$ cat config.mk
export PLATFORM = sky130hd
export DESIGN_NAME = spi_slave_7seg
export DESIGN_NICKNAME = d
export VERILOG_FILES = /design/src/rtl/spi_slave_7seg.sv
export SDC_FILE = /design/constraint.sdc
export NUM_CORES = 1
export LEC_CHECK = 0
export CORE_MARGIN = 1.5
export CORE_UTILIZATION = 34
export CTS_BUF_LIST = sky130_fd_sc_hd__clkbuf_4 sky130_fd_sc_hd__clkbuf_8
export CTS_CLUSTER_SIZE = 12
export DETAILED_ROUTE_END_ITERATION = 10
export GPL_TIMING_DRIVEN = 0
export HOLD_SLACK_MARGIN = 0.02
export REMOVE_ABC_BUFFERS = 1
export SYNTH_ARGS = -nofsm -noshare
export SYNTH_HDL_FRONTEND = slang
export SYNTH_SLANG_ARGS = --single-unit
$ cat constraint.sdc
create_clock -name clk_i -period 2.5 [get_ports clk_i]
set_clock_uncertainty 0.05 [all_clocks]
set_input_delay 0.75 -clock clk_i [delete_from_list [all_inputs] [get_ports clk_i]]
set_output_delay 0.75 -clock clk_i [all_outputs]
set_load 0.1 [all_outputs]
$ cat src/rtl/spi_slave_7seg.sv
// SPI mode-0 slave oversampled in the clk domain; shows the last byte and a byte
// count in hex on an 8-digit active-low seven-segment bank.
module spi_slave_7seg #(
  parameter int SYNC_STAGES = 2
) (
  input  logic       clk_i,
  input  logic       rst_n_i,
  input  logic       sclk_i,
  input  logic       mosi_i,
  input  logic       cs_n_i,
  input  logic [7:0] tx_data_i,
  output logic       miso_o,
  output logic [7:0] rx_data_o,
  output logic       rx_valid_o,
  output logic       frame_err_o,
  output logic       busy_o,
  output logic [6:0] seg_o [7:0],
  output logic [7:0] led_data_o
);

  typedef enum logic {IDLE = 1'b0, ACTIVE = 1'b1} state_e;

  state_e state_q, state_d;

  logic [SYNC_STAGES-1:0] sclk_sync_q, mosi_sync_q, cs_sync_q;
  logic                   sclk_prev_q, cs_prev_q;
  logic                   sclk_s, mosi_s, cs_s;
  logic                   sclk_rise, sclk_fall, cs_rise, cs_fall;

  logic [7:0] rx_shift_q, rx_shift_d;
  logic [7:0] tx_shift_q, tx_shift_d;
  logic [7:0] rx_data_q, rx_data_d;
  logic [7:0] byte_cnt_q, byte_cnt_d;
  logic [2:0] bit_cnt_q, bit_cnt_d;
  logic       got_byte_q, got_byte_d;
  logic       rx_valid_q, rx_valid_d;
  logic       frame_err_q, frame_err_d;

  assign sclk_s    = sclk_sync_q[SYNC_STAGES-1];
  assign mosi_s    = mosi_sync_q[SYNC_STAGES-1];
  assign cs_s      = cs_sync_q[SYNC_STAGES-1];
  assign sclk_rise = sclk_s & ~sclk_prev_q;
  assign sclk_fall = ~sclk_s & sclk_prev_q;
  assign cs_rise   = cs_s & ~cs_prev_q;
  assign cs_fall   = ~cs_s & cs_prev_q;

  always_ff @(posedge clk_i or negedge rst_n_i) begin
    if (!rst_n_i) begin
      // cs_n chain resets low: a frame already running at release never shows a fall
      sclk_sync_q <= '0;
      mosi_sync_q <= '0;
      cs_sync_q   <= '0;
      sclk_prev_q <= 1'b0;
      cs_prev_q   <= 1'b0;
      state_q     <= IDLE;
      rx_shift_q  <= '0;
      tx_shift_q  <= '0;
      rx_data_q   <= '0;
      byte_cnt_q  <= '0;
      bit_cnt_q   <= '0;
      got_byte_q  <= 1'b0;
      rx_valid_q  <= 1'b0;
      frame_err_q <= 1'b0;
    end else begin
      sclk_sync_q <= {sclk_sync_q[SYNC_STAGES-2:0], sclk_i};
      mosi_sync_q <= {mosi_sync_q[SYNC_STAGES-2:0], mosi_i};
      cs_sync_q   <= {cs_sync_q[SYNC_STAGES-2:0], cs_n_i};
      sclk_prev_q <= sclk_s;
      cs_prev_q   <= cs_s;
      state_q     <= state_d;
      rx_shift_q  <= rx_shift_d;
      tx_shift_q  <= tx_shift_d;
      rx_data_q   <= rx_data_d;
      byte_cnt_q  <= byte_cnt_d;
      bit_cnt_q   <= bit_cnt_d;
      got_byte_q  <= got_byte_d;
      rx_valid_q  <= rx_valid_d;
      frame_err_q <= frame_err_d;
    end
  end

  always_comb begin
    state_d     = state_q;
    rx_shift_d  = rx_shift_q;
    tx_shift_d  = tx_shift_q;
    rx_data_d   = rx_data_q;
    byte_cnt_d  = byte_cnt_q;
    bit_cnt_d   = bit_cnt_q;
    got_byte_d  = got_byte_q;
    rx_valid_d  = 1'b0;
    frame_err_d = 1'b0;
    unique case (state_q)
      IDLE: begin
        if (cs_fall) begin
          state_d    = ACTIVE;
          bit_cnt_d  = '0;
          got_byte_d = 1'b0;
          tx_shift_d = tx_data_i;
        end
      end
      ACTIVE: begin
        if (sclk_rise) begin
          rx_shift_d = {rx_shift_q[6:0], mosi_s};
          bit_cnt_d  = bit_cnt_q + 3'd1;
          if (bit_cnt_q == 3'd7) begin
            rx_data_d  = {rx_shift_q[6:0], mosi_s};
            rx_valid_d = 1'b1;
            byte_cnt_d = byte_cnt_q + 8'd1;
            got_byte_d = 1'b1;
          end
        end else if (sclk_fall) begin
          if (bit_cnt_q != 3'd0) begin
            tx_shift_d = {tx_shift_q[6:0], 1'b0};
          end else if (got_byte_q) begin
            tx_shift_d = tx_data_i;
          end
        end
        // Judged on the post-rise count so a byte finishing on this edge is kept
        if (cs_rise) begin
          state_d     = IDLE;
          frame_err_d = (bit_cnt_d != 3'd0);
          bit_cnt_d   = '0;
        end
      end
      default: state_d = IDLE;
    endcase
  end

  function automatic logic [6:0] hex7(input logic [3:0] v);
    logic [6:0] s;
    unique case (v)
      4'h0: s = 7'h40;
      4'h1: s = 7'h79;
      4'h2: s = 7'h24;
      4'h3: s = 7'h30;
      4'h4: s = 7'h19;
      4'h5: s = 7'h12;
      4'h6: s = 7'h02;
      4'h7: s = 7'h78;
      4'h8: s = 7'h00;
      4'h9: s = 7'h10;
      4'hA: s = 7'h08;
      4'hB: s = 7'h03;
      4'hC: s = 7'h46;
      4'hD: s = 7'h21;
      4'hE: s = 7'h06;
      default: s = 7'h0E;
    endcase
    return s;
  endfunction

  assign seg_o[0] = hex7(rx_data_q[3:0]);
  assign seg_o[1] = hex7(rx_data_q[7:4]);
  assign seg_o[2] = hex7(byte_cnt_q[3:0]);
  assign seg_o[3] = hex7(byte_cnt_q[7:4]);

  generate
    for (genvar gi = 4; gi < 8; gi++) begin : g_blank
      assign seg_o[gi] = 7'h7F;
    end
  endgenerate

  assign miso_o      = (state_q == ACTIVE) ? tx_shift_q[7] : 1'b0;
  assign busy_o      = (state_q == ACTIVE);
  assign rx_data_o   = rx_data_q;
  assign led_data_o  = rx_data_q;
  assign rx_valid_o  = rx_valid_q;
  assign frame_err_o = frame_err_q;

endmodule

==> flow_summary.yaml <==
run_status:
  status: "finished, violations left"
  violations: "negative setup slack"
critical_path:
  required_ps: 1700
  cp_slowest_cell: "mux4_2"
  slowest_delay_ps: 500
  arrival_ps: 1820
  setup.worst_path.start: "led_data_o[0]"
  cp_cell_sequence: "buf_4, ha_2, mux4_2, buf_12"
  start_kind: "flop"
  end_kind: "output port"
  path_class: "flop to output port"
  cp_max_fo: 6
  reg2reg_from: "bit_cnt_q[1]"
power_and_ir_drop:
  p_int_mw: 1.638
  p_seq_share_pct: 35.1
  switching_power_mw: 1.158
  p_clk_share_pct: 24.2
  swShare_pct: 41.42
  ir_drop_mv: 0.2889
  p_per_area_nw_per_um2: 630.9
  power.leakage_nw: 1.918
  fin_total_pwr_mw: 2.797
  pwr-share-comb_pct: 40.7
synthesis:
  synth_cell_types: 41
  synth.avg_cell_area_um2: 9.966
  ys.flop_type: "dfrtp_1"
  synthArstFlopShare_pct: 100.0
  synth_edf_count: 0
  yosysWarnings: 0
  synthCells: 318
  yosysSeqAreaShare_pct: 36.32
  syn_area_um2: 3169
  synth-seq-cells: 46
timing:
  worst_pin_slew_ps: 961.5
  rsz0062_at_grt: "true"
  setup_viol: 10
  max_slew_margin_pct: 36.15
  drv_slew: 0
  max_freq_ghz: 0.3819
  period_share_pct: 104.7
  post-route-worst-setup-slack_ps: -118.6
  finalCriticalPeriod_ps: 2619
  hold_violations: 0
min_path:
  worst_hold_startpoint: "cs_sync_q[0]"
  hold_class: "flop to flop"
route:
  vias_per_cell: 4.889
  wl_per_cell_um: 13.05
  routed_wl_um: 6577
  vias: 2464
  antenna_left: 0
  remaining_drc_errors: 0
  dr.first_iter.drc_count: 52
  dr.pass1.iters: 4
placed_design:
  dp_slack_ps: -971.1
  place_area_um2: 3667
  dp_hpwl_um: 4106
  port_buffers: 60
  place_congestion: 0.7416
  dp.cells: 464
grt:
  grt.overflow.total: 0
  first_global_vias: 2288
  grt_pass1_wl_um: 10870
  grt_usage_pct: 13.27
  grt_max_degree: 27
  antenna_found_initial: 0
clocking:
  cts_tree: "done"
  htreeDepth: 2
  clockBufferDepth: 2
  cts.sinks: 46
  cts_root_buffer: "clkbuf_8"
  cts_hold_buf: 0
  clock_latency_ps: 300
  path_clk_slew_ps: 90
  numCtsBuffers: 5
cells_and_area:
  fin_util_pct: 48.43
  fin_area_um2: 4433
  fin_cells: 504
  final_cell_mix: "dfrtp_1 (31), buf_4 (31), conb_1 (28), o21ai_0 (17), mux2i_1 (16)"
  syn2layout_area_growth_pct: 39.87
  final_nets: 432
  diodes: 0
  layout-drive-gt1-share_pct: 42.24
floorplanning:
  core_um2: 9153
  die_y_um: 99.55
  die-width_um: 99.55
  placementRows: 35
  dieArea_um2: 9909
  ios: 89
  initial_utilization_pct: 34.63
job:
  cap_viol_max_count: 0
power by group through the flow:
stage               registers, mW  clock network (mW)  logic (mW)
finish                      0.980               0.678        1.14
global route                 1.00               0.729        1.21
detailed placement          0.994                   0        1.04
CTS                         0.980               0.701        1.09
floorplan                    1.08                   0       0.735
global placement            0.991                   0        1.02
synthesized netlist by cell type, types with 2 or more instances:
cell	instances	share of area [%]
dfrtp_1	46	36
mux4_2	4	2.8
ha_1	27	11
a22o_1	6	1.7
mux2_2	16	5.7
buf_2	7	1.1
clkbuf_1	7	0.83
and3_1	2	0.39
mux2i_1	16	5.1
buf_6	2	0.71
xnor2_1	7	1.9
nor3b_1	3	0.71
a32o_1	4	1.3
buf_4	36	8.5
nand2b_1	6	1.2
a211oi_1	7	1.7
nor2_1	15	1.8
a221oi_1	2	0.55
nand2_1	15	1.8
a21oi_1	5	0.79
nor2b_1	5	0.99
nand3_1	11	1.7
inv_1	18	2.1
or3b_2	3	0.83
o22ai_1	3	0.59
a31oi_1	7	1.4
o21ai_0	24	3.8
registers in the layout, indices dropped and copies added (netlist names):
| register | count |
|---|---|
| frame_err_o | 1 |
| rx_shift_q | 7 |
| busy_o | 1 |
| cs_prev_q | 1 |
| sclk_prev_q | 1 |
| tx_shift_q | 8 |
| rx_valid_o | 1 |
| led_data_o | 8 |
| cs_sync_q | 2 |
| got_byte_q | 1 |
| byte_cnt_q | 8 |
| sclk_sync_q | 2 |
| mosi_sync_q | 2 |
| bit_cnt_q | 3 |
area by class of cell:
type	count	area, um^2
multi-input combinational	228	1913
sequential	46	1170
inverter	18	87.58
clock buffer	6	82.58
timing repair buffer	93	980.9
clock inverter	2	60.06
fill	861	4720
tap	111	138.9
layer usage:
metal / track usage [%] / vias up / wire length [um]
li1: - / 1194 / -
met1: 17.28 / 1195 / 2964
met2: 22.81 / 69 / 3299
met3: 2.600 / 6 / 249
met4: 3.034 / 0 / 63
met5: 0 / - / 0
per-stage QoR:
step	hold slack (ps)	setup TNS, ps
after floorplan	281.2	-33880
after global placement	283.6	-50950
after detailed placement	288.1	-20030
after CTS	310.1	-1177
after global routing	326.7	-1351
final	305.8	-695.8
critical path: cells and delay by family (launching register included):
family / cells / cell delay (ps)
fa+ha+maj: 1 / 200
buf+inv: 2 / 350
mux: 1 / 500
flops: 1 / 470
cells by family after synthesis:
group / Yosys count / share of synthesized area, %
AO/OA/AOI/OAI: 62 / 12.67
XOR/XNOR: 7 / 1.935
adder cells (fa/ha/maj): 27 / 10.66
buffers and inverters: 71 / 13.42
flip-flops: 46 / 36.32
multiplexers: 36 / 13.58
other: 1 / 0.1183
AND/OR/NAND/NOR: 68 / 11.29
path summary, 6_finish.rpt:
| path | end | slack [ps] | cells after the start |
|---|---|---|---|
| setup / recovery | seg_o[3] | -120 | 4 |
| hold / removal | cs_sync_q[1] | 310 | 0 |
| setup reg to reg | led_data_o[3] | 450 | 4 |
| hold reg to reg | cs_sync_q[1] | 310 | 0 |
| max in group asynchronous | led_data_o[7] | 1500 | 2 |
| min in group asynchronous | cs_sync_q[0] | 370 | 1 |
timing repair:
item	in CTS	in global routing
gates resized for setup	295	74
setup buffers	18	14
pin swaps	5	6
setup endpoints to repair	48	33
hold endpoints to repair	0	0
Note: power is estimated with default switching activity, not from simulation.
